`src/rtl/mtimer_pkg.sv`:
```
// Shared definitions for the machine timer: register word offsets,
// CTRL field positions and reset constants.
package mtimer_pkg;

    // Word offsets selected by bus_addr[4:2]; offsets 5..7 are unmapped.
    typedef enum logic [2:0] {
        MTIME_LO_ADDR    = 3'd0,
        MTIME_HI_ADDR    = 3'd1,
        MTIMECMP_LO_ADDR = 3'd2,
        MTIMECMP_HI_ADDR = 3'd3,
        CTRL_ADDR        = 3'd4
    } type_mtimer_addr;

    localparam int CTRL_EN_BIT       = 0;
    localparam int CTRL_PRESCALE_LSB = 8;

    localparam logic [63:0] MTIMECMP_RST = 64'hFFFF_FFFF_FFFF_FFFF;

endpackage

```
`src/rtl/mtimer_prescaler.sv`:
```
// Prescale counter: counts 0..prescale while enabled and flags a tick on
// the cycle the count sits at prescale, so one tick every prescale+1 cycles.
module mtimer_prescaler import mtimer_pkg::*; #(
    parameter int PRESCALE_W = 8
) (
    input  logic                  clk,
    input  logic                  rst,
    input  logic                  en,
    input  logic [PRESCALE_W-1:0] prescale,
    input  logic                  clr,
    output logic                  tick
);

    logic [PRESCALE_W-1:0] count_r;
    logic [PRESCALE_W-1:0] count_next_s;

    // Next count: clear wins, otherwise advance/wrap while enabled, hold when disabled.
    always_comb begin
        count_next_s = count_r;
        if (clr) begin
            count_next_s = {PRESCALE_W{1'b0}};
        end else if (en) begin
            if (count_r == prescale) begin
                count_next_s = {PRESCALE_W{1'b0}};
            end else begin
                count_next_s = count_r + PRESCALE_W'(1);
            end
        end else begin
            count_next_s = count_r;
        end
    end

    // Counter register with synchronous active-low reset.
    always_ff @(posedge clk) begin
        if (!rst) begin
            count_r <= {PRESCALE_W{1'b0}};
        end else begin
            count_r <= count_next_s;
        end
    end

    // Tick is a pure decode of registered state, so it cannot form a loop with clr.
    assign tick = en && (count_r == prescale);

endmodule

```
`src/rtl/mtimer.sv`:
```
// RISC-V machine timer: 64-bit mtime/mtimecmp on a single-cycle bus, with an
// atomic HI shadow for split reads and a registered level/pulse interrupt.
module mtimer import mtimer_pkg::*; #(
    parameter int PRESCALE_W = 8
) (
    input  logic        clk,
    input  logic        rst,
    input  logic        bus_req,
    input  logic        bus_we,
    input  logic [4:0]  bus_addr,
    input  logic [31:0] bus_wdata,
    output logic [31:0] bus_rdata,
    output logic        bus_ack,
    output logic        irq_level,
    output logic        irq_pulse
);

    logic [63:0]           mtime_r;
    logic [63:0]           mtime_next_s;
    logic [63:0]           mtime_inc_s;
    logic [63:0]           mtimecmp_r;
    logic [63:0]           mtimecmp_next_s;
    logic                  ctrl_en_r;
    logic                  ctrl_en_next_s;
    logic [PRESCALE_W-1:0] ctrl_prescale_r;
    logic [PRESCALE_W-1:0] ctrl_prescale_next_s;
    logic [PRESCALE_W-1:0] wr_prescale_s;
    logic [31:0]           ctrl_word_s;
    logic [31:0]           shadow_r;
    logic [31:0]           shadow_next_s;
    logic                  shadow_valid_r;
    logic                  shadow_valid_next_s;
    logic [31:0]           rdata_r;
    logic [31:0]           rdata_next_s;
    logic                  ack_r;
    logic                  irq_level_r;
    logic                  irq_pulse_r;
    logic                  tick_s;
    logic                  clr_s;
    logic                  rd_s;
    logic                  wr_s;
    logic                  cmp_hit_s;
    logic                  unused_s;
    type_mtimer_addr       addr_s;

    assign addr_s        = type_mtimer_addr'(bus_addr[4:2]);
    assign rd_s          = bus_req & ~bus_we;
    assign wr_s          = bus_req & bus_we;
    assign unused_s      = ^bus_addr[1:0];
    assign wr_prescale_s = bus_wdata[CTRL_PRESCALE_LSB +: PRESCALE_W];
    assign mtime_inc_s   = mtime_r + 64'd1;
    assign cmp_hit_s     = (mtime_r >= mtimecmp_r);

    // Changing PRESCALE restarts the count so the new period starts cleanly.
    assign clr_s = wr_s && (addr_s == CTRL_ADDR) && (wr_prescale_s != ctrl_prescale_r);

    mtimer_prescaler #(
        .PRESCALE_W (PRESCALE_W)
    ) u_prescaler (
        .clk      (clk),
        .rst      (rst),
        .en       (ctrl_en_r),
        .prescale (ctrl_prescale_r),
        .clr      (clr_s),
        .tick     (tick_s)
    );

    // CTRL read-back word: EN and PRESCALE in place, everything else zero.
    always_comb begin
        ctrl_word_s = 32'd0;
        ctrl_word_s[CTRL_EN_BIT] = ctrl_en_r;
        ctrl_word_s[CTRL_PRESCALE_LSB +: PRESCALE_W] = ctrl_prescale_r;
    end

    // Bus decode: next register values and read data; a write beats the tick.
    always_comb begin
        mtime_next_s         = tick_s ? mtime_inc_s : mtime_r;
        mtimecmp_next_s      = mtimecmp_r;
        ctrl_en_next_s       = ctrl_en_r;
        ctrl_prescale_next_s = ctrl_prescale_r;
        shadow_next_s        = shadow_r;
        shadow_valid_next_s  = shadow_valid_r;
        rdata_next_s         = 32'd0;
        if (wr_s) begin
            case (addr_s)
                MTIME_LO_ADDR: begin
                    // HI keeps its value: a LO write swallows any carry.
                    mtime_next_s        = {mtime_r[63:32], bus_wdata};
                    shadow_valid_next_s = 1'b0;
                end
                MTIME_HI_ADDR: begin
                    // LO still ticks, but its carry is lost under the HI write.
                    mtime_next_s        = {bus_wdata, (tick_s ? mtime_inc_s[31:0] : mtime_r[31:0])};
                    shadow_valid_next_s = 1'b0;
                end
                MTIMECMP_LO_ADDR: begin
                    mtimecmp_next_s[31:0] = bus_wdata;
                end
                MTIMECMP_HI_ADDR: begin
                    mtimecmp_next_s[63:32] = bus_wdata;
                end
                CTRL_ADDR: begin
                    ctrl_en_next_s       = bus_wdata[CTRL_EN_BIT];
                    ctrl_prescale_next_s = wr_prescale_s;
                end
                default: begin
                    mtimecmp_next_s = mtimecmp_r;
                end
            endcase
        end else if (rd_s) begin
            case (addr_s)
                MTIME_LO_ADDR: begin
                    // Capture the pre-tick HI so a following HI read pairs with this LO.
                    rdata_next_s        = mtime_r[31:0];
                    shadow_next_s       = mtime_r[63:32];
                    shadow_valid_next_s = 1'b1;
                end
                MTIME_HI_ADDR: begin
                    rdata_next_s        = shadow_valid_r ? shadow_r : mtime_r[63:32];
                    shadow_valid_next_s = 1'b0;
                end
                MTIMECMP_LO_ADDR: begin
                    rdata_next_s = mtimecmp_r[31:0];
                end
                MTIMECMP_HI_ADDR: begin
                    rdata_next_s = mtimecmp_r[63:32];
                end
                CTRL_ADDR: begin
                    rdata_next_s = ctrl_word_s;
                end
                default: begin
                    rdata_next_s = 32'd0;
                end
            endcase
        end else begin
            rdata_next_s = 32'd0;
        end
    end

    // Timer, compare, control and shadow registers.
    always_ff @(posedge clk) begin
        if (!rst) begin
            mtime_r         <= 64'd0;
            mtimecmp_r      <= MTIMECMP_RST;
            ctrl_en_r       <= 1'b0;
            ctrl_prescale_r <= {PRESCALE_W{1'b0}};
            shadow_r        <= 32'd0;
            shadow_valid_r  <= 1'b0;
        end else begin
            mtime_r         <= mtime_next_s;
            mtimecmp_r      <= mtimecmp_next_s;
            ctrl_en_r       <= ctrl_en_next_s;
            ctrl_prescale_r <= ctrl_prescale_next_s;
            shadow_r        <= shadow_next_s;
            shadow_valid_r  <= shadow_valid_next_s;
        end
    end

    // Registered bus response and interrupt level/edge outputs.
    always_ff @(posedge clk) begin
        if (!rst) begin
            ack_r       <= 1'b0;
            rdata_r     <= 32'd0;
            irq_level_r <= 1'b0;
            irq_pulse_r <= 1'b0;
        end else begin
            ack_r       <= bus_req;
            rdata_r     <= rdata_next_s;
            irq_level_r <= cmp_hit_s;
            irq_pulse_r <= cmp_hit_s & ~irq_level_r;
        end
    end

    assign bus_ack   = ack_r;
    assign bus_rdata = rdata_r;
    assign irq_level = irq_level_r;
    assign irq_pulse = irq_pulse_r;

endmodule

```
`config.mk`:
```
export PLATFORM = sky130hd
export DESIGN_NAME = mtimer
export DESIGN_NICKNAME = d
export VERILOG_FILES = /design/src/rtl/mtimer_pkg.sv /design/src/rtl/mtimer_prescaler.sv /design/src/rtl/mtimer.sv
export SDC_FILE = /design/constraint.sdc
export NUM_CORES = 1
export LEC_CHECK = 0
export ABC_AREA = 1
export CAP_MARGIN = 20
export CORE_ASPECT_RATIO = 1.4
export CORE_MARGIN = 2
export CORE_UTILIZATION = 45
export DETAILED_ROUTE_END_ITERATION = 8
export DONT_BUFFER_PORTS = 1
export PLACE_DENSITY = 0.72
export SLEW_MARGIN = 0
export SYNTH_ARGS = -nofsm -noshare
export SYNTH_HDL_FRONTEND = slang
export SYNTH_SLANG_ARGS = --single-unit
```
`constraint.sdc`:
```
create_clock -name clk -period 2.2 [get_ports clk]
set_input_delay 0.22 -clock clk [delete_from_list [all_inputs] [get_ports clk]]
set_output_delay 0.22 -clock clk [all_outputs]
set_load 0.05 [all_outputs]
```
==> results of run 1 <==
power by group:
part	switching [mW]	leakage [nW]	internal, mW	total, mW
Combinational	0.591	4.49	0.336	0.927
Sequential	0.153	1.73	3.96	4.12
Clock	1.72	0.373	2.38	4.09
kinds of logic after synthesis:
kind of cell    share of synthesized area
buf+inv                           0.09156
compound gates                     0.2269
flops                              0.3359
xor+xnor                          0.01311
fa+ha+maj                         0.06505
simple gates                       0.2675
what timing repair did:
| item | 4_1_cts | 5_1_grt |
|---|---|---|
| endpoints found under the setup margin | 1 | 39 |
| gates resized for setup | 1 | 28 |
| hold buffers | 38 | 0 |
| gates cloned | 0 | 1 |
| pin swaps | 0 | 4 |
| hold endpoints to repair | 178 | 0 |
| setup buffers | 0 | 6 |
metrics by stage:
step	TNS (ns)	cells	util	total power, mW	cell area (µm²)
floorplan	0	1890	-	4.648	12690
global placement	-0.01071	2319	0.5053	4.917	13980
detailed placement	0	2319	0.5053	4.936	13980
CTS	0	2398	0.5477	9.109	15150
global route	-0.02016	2405	0.5540	9.398	15320
finish	0	2407	0.5542	9.138	15330
worst reg2reg max path, cell delays in order, from the launching register on:
cell and delay [ns]:
dfxtp_1 0.40, ha_1 0.34, nand2_1 0.06, o21ai_0 0.45, nand2_1 0.10, nand2_1 0.10, a21oi_1 0.07, buf_4 0.16
nand2_1 0.07, nand2_1 0.05, nand3_1 0.08, nand2_1 0.07, nor2_1 0.10
sequential cells by signal (all words and copies together) (netlist names):
| register | count |
|---|---|
| irq_pulse | 1 |
| shadow_r | 32 |
| ctrl_prescale_r | 8 |
| bus_ack | 1 |
| ctrl_en_r | 1 |
| mtimecmp_r | 64 |
| mtime_r | 64 |
| u_prescaler.count_r | 8 |
| irq_level | 1 |
| shadow_valid_r | 1 |
| bus_rdata | 32 |
final cells by class:
cell class                 count  area, µm²
fill                        2728      12330
multi-input combinational   1377       7385
sequential                   213       4272
timing repair buffer         188       1612
inverter                     216      817.0
clock buffer                  30      631.9
tap                          370      462.9
clock inverter                11      141.4
antenna                        2      5.005
metal layers:
layer,routed length [µm],track usage,vias to the layer above
met1,19120,0.3968,6582
met3,4019,0.04494,245
met4,4836,0.2507,2
met2,24440,0.5933,774
li1,-,-,6657
met5,15,0,-
path summary, 6_finish.rpt:
| path | cells past startpoint | end | slack [ns] |
|---|---|---|---|
| worst min-delay path | 5 | mtime_r[17] | 0.04 |
| worst max-delay path | 12 | irq_pulse | 0.08 |
| worst min register to register | 2 | bus_rdata[10] | 0.48 |
| worst max register to register | 12 | irq_pulse | 0.08 |
cell usage in the layout (no fill, tap or decap), types with 5 or more instances in the layout:
cell type	count
nor3_1	25
inv_1	205
dlygate4sd3_1	37
a21oi_1	211
o211ai_1	32
a211oi_1	8
o221ai_1	14
nand2_2	5
nand4_1	41
ha_1	66
nor2_4	17
dfxtp_1	207
buf_12	7
xor2_1	11
buf_4	143
nor2_2	12
o21ai_1	6
nor2_1	135
inv_2	6
a221oi_1	23
clkbuf_16	23
xnor2_1	8
dfxtp_2	6
nand2_1	408
nand3_1	105
nor3_2	6
o21ai_0	195
o22ai_1	20
==> results.json, run 1 <==
{
  "status": "completed",
  "h-tree-depth": 1,
  "syn_nets": 1997,
  "cts_buffers": 23,
  "worst_path_largest_cell_delay_ns": 0.45,
  "hold_path_class": "in2reg",
  "pre_cts_ws_ns": 0.03694,
  "yosysWarnings": 0,
  "worstPathCellList": "ha_1 -> nand2_1 -> o21ai_0 -> nand2_1 -> nand2_1 -> a21oi_1 -> buf_4 -> nand2_1 -> nand2_1 -> nand3_1 -> nand2_1 -> nor2_1",
  "rsz0062_at_grt": "yes",
  "rr_startpoint": "mtime_r[19]",
  "finalHoldViolCount": 0,
  "slew_viol_final": 0,
  "first_pass_iters": 6,
  "coreArea_um2": 27660,
  "clock_sinks": 213,
  "grt_max_degree": 130,
  "grt_pass1_wl_um": 79300,
  "syn_avg_cell_area_um2": 6.717,
  "netlist_instances": 1890,
  "cts.path.max_buffers": 3,
  "powerDensity_nw_per_um2": 596.3,
  "route.detailed.drc": 0,
  "start_kind": "register",
  "cts_tree": "yes",
  "hold_slack_ns": 0.04415,
  "async_reset_ff_frac": 0,
  "maxCapViolCount": 0,
  "syn2layout_area_growth_pct": 20.73,
  "cp_num_buf_inv": 1,
  "die_h_um": 202.7,
  "viasPerCell": 5.924,
  "setup.worst_path.start": "mtime_r[19]",
  "synthTopCellsByCount": "411 x nand2_1, 213 x dfxtp_1, 211 x a21oi_1",
  "yosys.area.top_type": "dfxtp_1",
  "path_class": "reg2reg",
  "crit_family": "simple AND/OR/NAND/NOR gates",
  "crit_fanout": 4,
  "grtUsageTotal": 0.3465,
  "worstHoldStart": "bus_wdata[17]",
  "clock_latency_ns": 0.55,
  "gr-total-overflow": 0,
  "crit_path_frequent_cell": "nand2_1",
  "gp_congestion": 1.041,
  "synth_top_area_frac": 0.3359,
  "fin_skew_ns": 0.02399,
  "postRouteAntennaNets": 0,
  "ys_seq_elements": 213,
  "antenna_found_initial": 1,
  "fin_crit_ns": 2.122,
  "end_kind": "register",
  "slew_headroom": 0.5410,
  "ys_types": 42,
  "die_x_um": 146.0,
  "synthFlopType": "dfxtp_1",
  "placementRows": 72,
  "leakage_nw": 6.595,
  "min_period_over_period": 0.9647,
  "critPathSlowestCell": "o21ai_0",
  "portBuffers": 0,
  "ys_seq_area_frac": 0.3359,
  "grt_pass1_vias": 13720,
  "nets": 2126,
  "die-area_um2": 29590,
  "finalWirelength_um": 52440,
  "max_freq_mhz": 471.2,
  "drive_gt1_frac": 0.1243,
  "crit_required_ns": 2.67,
  "vias": 14260,
  "pin_count": 76,
  "setup_viol": 0,
  "synth-edff-count": 0,
  "synth_area_um2": 12690,
  "clkTransAtPathRegs_ns": 0.06,
  "worst_pin_slew_ns": 0.6863,
  "arrival_ns": 2.59,
  "post_drt_wl_per_cell_um": 21.78,
  "first_iter_violations": 1461,
  "ir_drop_mv": 0.9446,
  "post-dp-hpwl_um": 38340,
  "root_buffer": "clkbuf_16",
  "synthMostInstantiatedCell": "nand2_1",
  "fin_ws_ns": 0.07761,
  "synth_area_leaders": "dfxtp_1 34%, nand2_1 12%, a21oi_1 8.3%",
  "start_util": 0.4590
}
Note: power is estimated with default switching activity, not from simulation.
==> run 2, diff against run 1 <==
Settings changed: PLACE_DENSITY 0.72 to 0.71.
==> run 2 against run 1 <==
  * Critical path depth down 1
  * Via count decreased by 1.2%
  * Core utilization shrank 1.2 points
  * Combinational power down 5.1%
  * Highest routed layer is now met4
  * Sequential power hardly changed
  * Clock skew up 0.0072 ns
  * Worst setup slack improved by 0.011 ns
  * First-iteration DRC count decreased by 2.5%
  * Fmax up 0.51%
==> results.json, run 2 (same netlist as run 1, synthesis figures left out) <==
{
  "power_frac_clock": 0.438,
  "clkTransAtPathRegs_ns": 0.07,
  "tns_ns": 0,
  "grt_max_degree": 130,
  "start_kind": "register",
  "syn2layout_area_growth_pct": 18.21,
  "die-area_um2": 29590,
  "gr-total-overflow": 0,
  "worstPathCellList": "nand2_1 -> nor2_2 -> nand2_1 -> nor2_1 -> nand3_1 -> nor2_2 -> buf_4 -> nand2_1 -> nand2_1 -> nand3_1 -> a21oi_1",
  "leakage_nw": 6.440,
  "swShare": 0.2738,
  "power.switching_mw": 2.438,
  "worst_pin_slew_ns": 0.8396,
  "finalHoldViolCount": 0,
  "portBuffers": 0,
  "postRouteAntennaNets": 0,
  "clock_latency_ns": 0.56,
  "end_kind": "register",
  "post_drt_wl_per_cell_um": 21.75,
  "clock_sinks": 213,
  "min_period_over_period": 0.9598,
  "slew_viol_final": 0,
  "crit_fanout": 6,
  "coreArea_um2": 27660,
  "cts.path.max_buffers": 3,
  "layout_commonest_cell": "nand2_1",
  "finalWirelength_um": 51780,
  "post-dp-hpwl_um": 37610,
  "crit_path_frequent_cell": "nand2_1",
  "p_int_mw": 6.467,
  "first_pass_iters": 6,
  "seq_power_share": 0.463,
  "powerDensity_nw_per_um2": 593.4,
  "vias": 14090,
  "final_cell_mix": "411 x nand2_1, 211 x a21oi_1, 207 x dfxtp_1, 205 x inv_1, 193 x o21ai_0",
  "crit_required_ns": 2.69,
  "worst_path_largest_cell_delay_ns": 0.46,
  "grtUsageTotal": 0.3407,
  "ir_drop_mv": 0.6666,
  "antenna_found_initial": 1,
  "path_class": "reg2reg",
  "grt_pass1_vias": 13320,
  "final_area_um2": 15010,
  "start_util": 0.4590,
  "nets": 2101,
  "drive_gt1_frac": 0.1124,
  "comb_power_share": 0.099,
  "viasPerCell": 5.916,
  "die_h_um": 202.7,
  "maxCapViolCount": 0,
  "cts_tree": "yes",
  "critPathSlowestCell": "dfxtp_1",
  "slew_headroom": 0.4384,
  "h-tree-depth": 1,
  "cts_buffers": 23,
  "max_freq_mhz": 473.6,
  "hold_path_class": "in2reg",
  "setup_viol": 0,
  "grt_pass1_wl_um": 77940,
  "cp_num_buf_inv": 1,
  "gp_congestion": 1.047,
  "postPlaceCellArea_um2": 13740,
  "status": "completed",
  "biggestRegsByFlops": "mtime_r: 64 flops, mtimecmp_r: 64 flops",
  "arrival_ns": 2.60,
  "fin_crit_ns": 2.112,
  "fin_skew_ns": 0.03121,
  "crit_family": "simple AND/OR/NAND/NOR gates",
  "die_x_um": 146.0,
  "route.detailed.drc": 0,
  "placementRows": 72,
  "pin_count": 76,
  "first_iter_violations": 1425,
  "root_buffer": "clkbuf_16"
}
==> run 2: per-layer routing <==
layer  global-route usage  part of all wire  up-vias
met5                    0                 0        -
met4               0.2489             0.085        0
met3              0.04202             0.074      228
met1               0.4000              0.38     6524
li1                     -                 -     6611
met2               0.5719              0.46      723
==> run 2: final timing paths <==
path,startpoint,endpoint,slack (ns),depth (start not counted)
worst max-delay path,mtime_r[15],mtime_r[47],0.09,11
worst min register to register,mtimecmp_r[9],bus_rdata[9],0.48,2
worst min-delay path,bus_wdata[17],mtime_r[17],0.02,5
worst max register to register,mtime_r[15],mtime_r[47],0.09,11
==> run 2: repair_timing <==
| item | CTS | global route |
|---|---|---|
| hold endpoints to repair | 176 | 0 |
| endpoints found under the setup margin | 0 | 28 |
| hold buffers | 39 | 0 |
| setup buffers | 0 | 5 |
| gates resized for setup | 0 | 22 |
==> run 2: through the flow <==
stage / total power [mW] / utilization / std cells / hold WS (ns) / setup slack [ns]
final: 8.905 / 0.5426 / 2381 / 0.02055 / 0.08844
after floorplan: 4.648 / - / 1890 / 0.3135 / 0.4917
after detailed placement: 4.903 / 0.4967 / 2294 / 0.3185 / 0.06005
after CTS: 8.921 / 0.5385 / 2374 / 0.01018 / 0.04701
after global routing: 9.157 / 0.5425 / 2380 / 0.04252 / -0.02751
after global placement: 4.884 / 0.4967 / 2294 / 0.3176 / 0.05414
==> run 2: area by class of cell <==
| type | count | area [µm²] |
|---|---|---|
| diodes | 1 | 2.502 |
| clock buffers | 33 | 693.2 |
| clock inverters | 8 | 53.80 |
| fillers | 2776 | 12650 |
| inverters | 216 | 814.5 |
| multi-input cells | 1377 | 7337 |
| flip-flops and latches | 213 | 4272 |
| well taps | 370 | 462.9 |
| repair buffers | 163 | 1371 |
==> run 2: worst reg2reg max path, stage by stage (launching register included) <==
cell and delay [ns]:
dfxtp_1 0.46, nand2_1 0.20, nor2_2 0.29, nand2_1 0.15, nor2_1 0.18, nand3_1 0.11, nor2_2 0.16, buf_4 0.16
nand2_1 0.05, nand2_1 0.05, nand3_1 0.10, a21oi_1 0.15
==> run 2: power by group through the flow <==
stage	Combinational, mW	Clock, mW	Sequential [mW]
global placement	0.686	0	4.20
finish	0.880	3.90	4.12
global route	0.955	4.07	4.13
detailed placement	0.701	0	4.20
CTS	0.844	3.96	4.12
floorplan	0.475	0	4.17
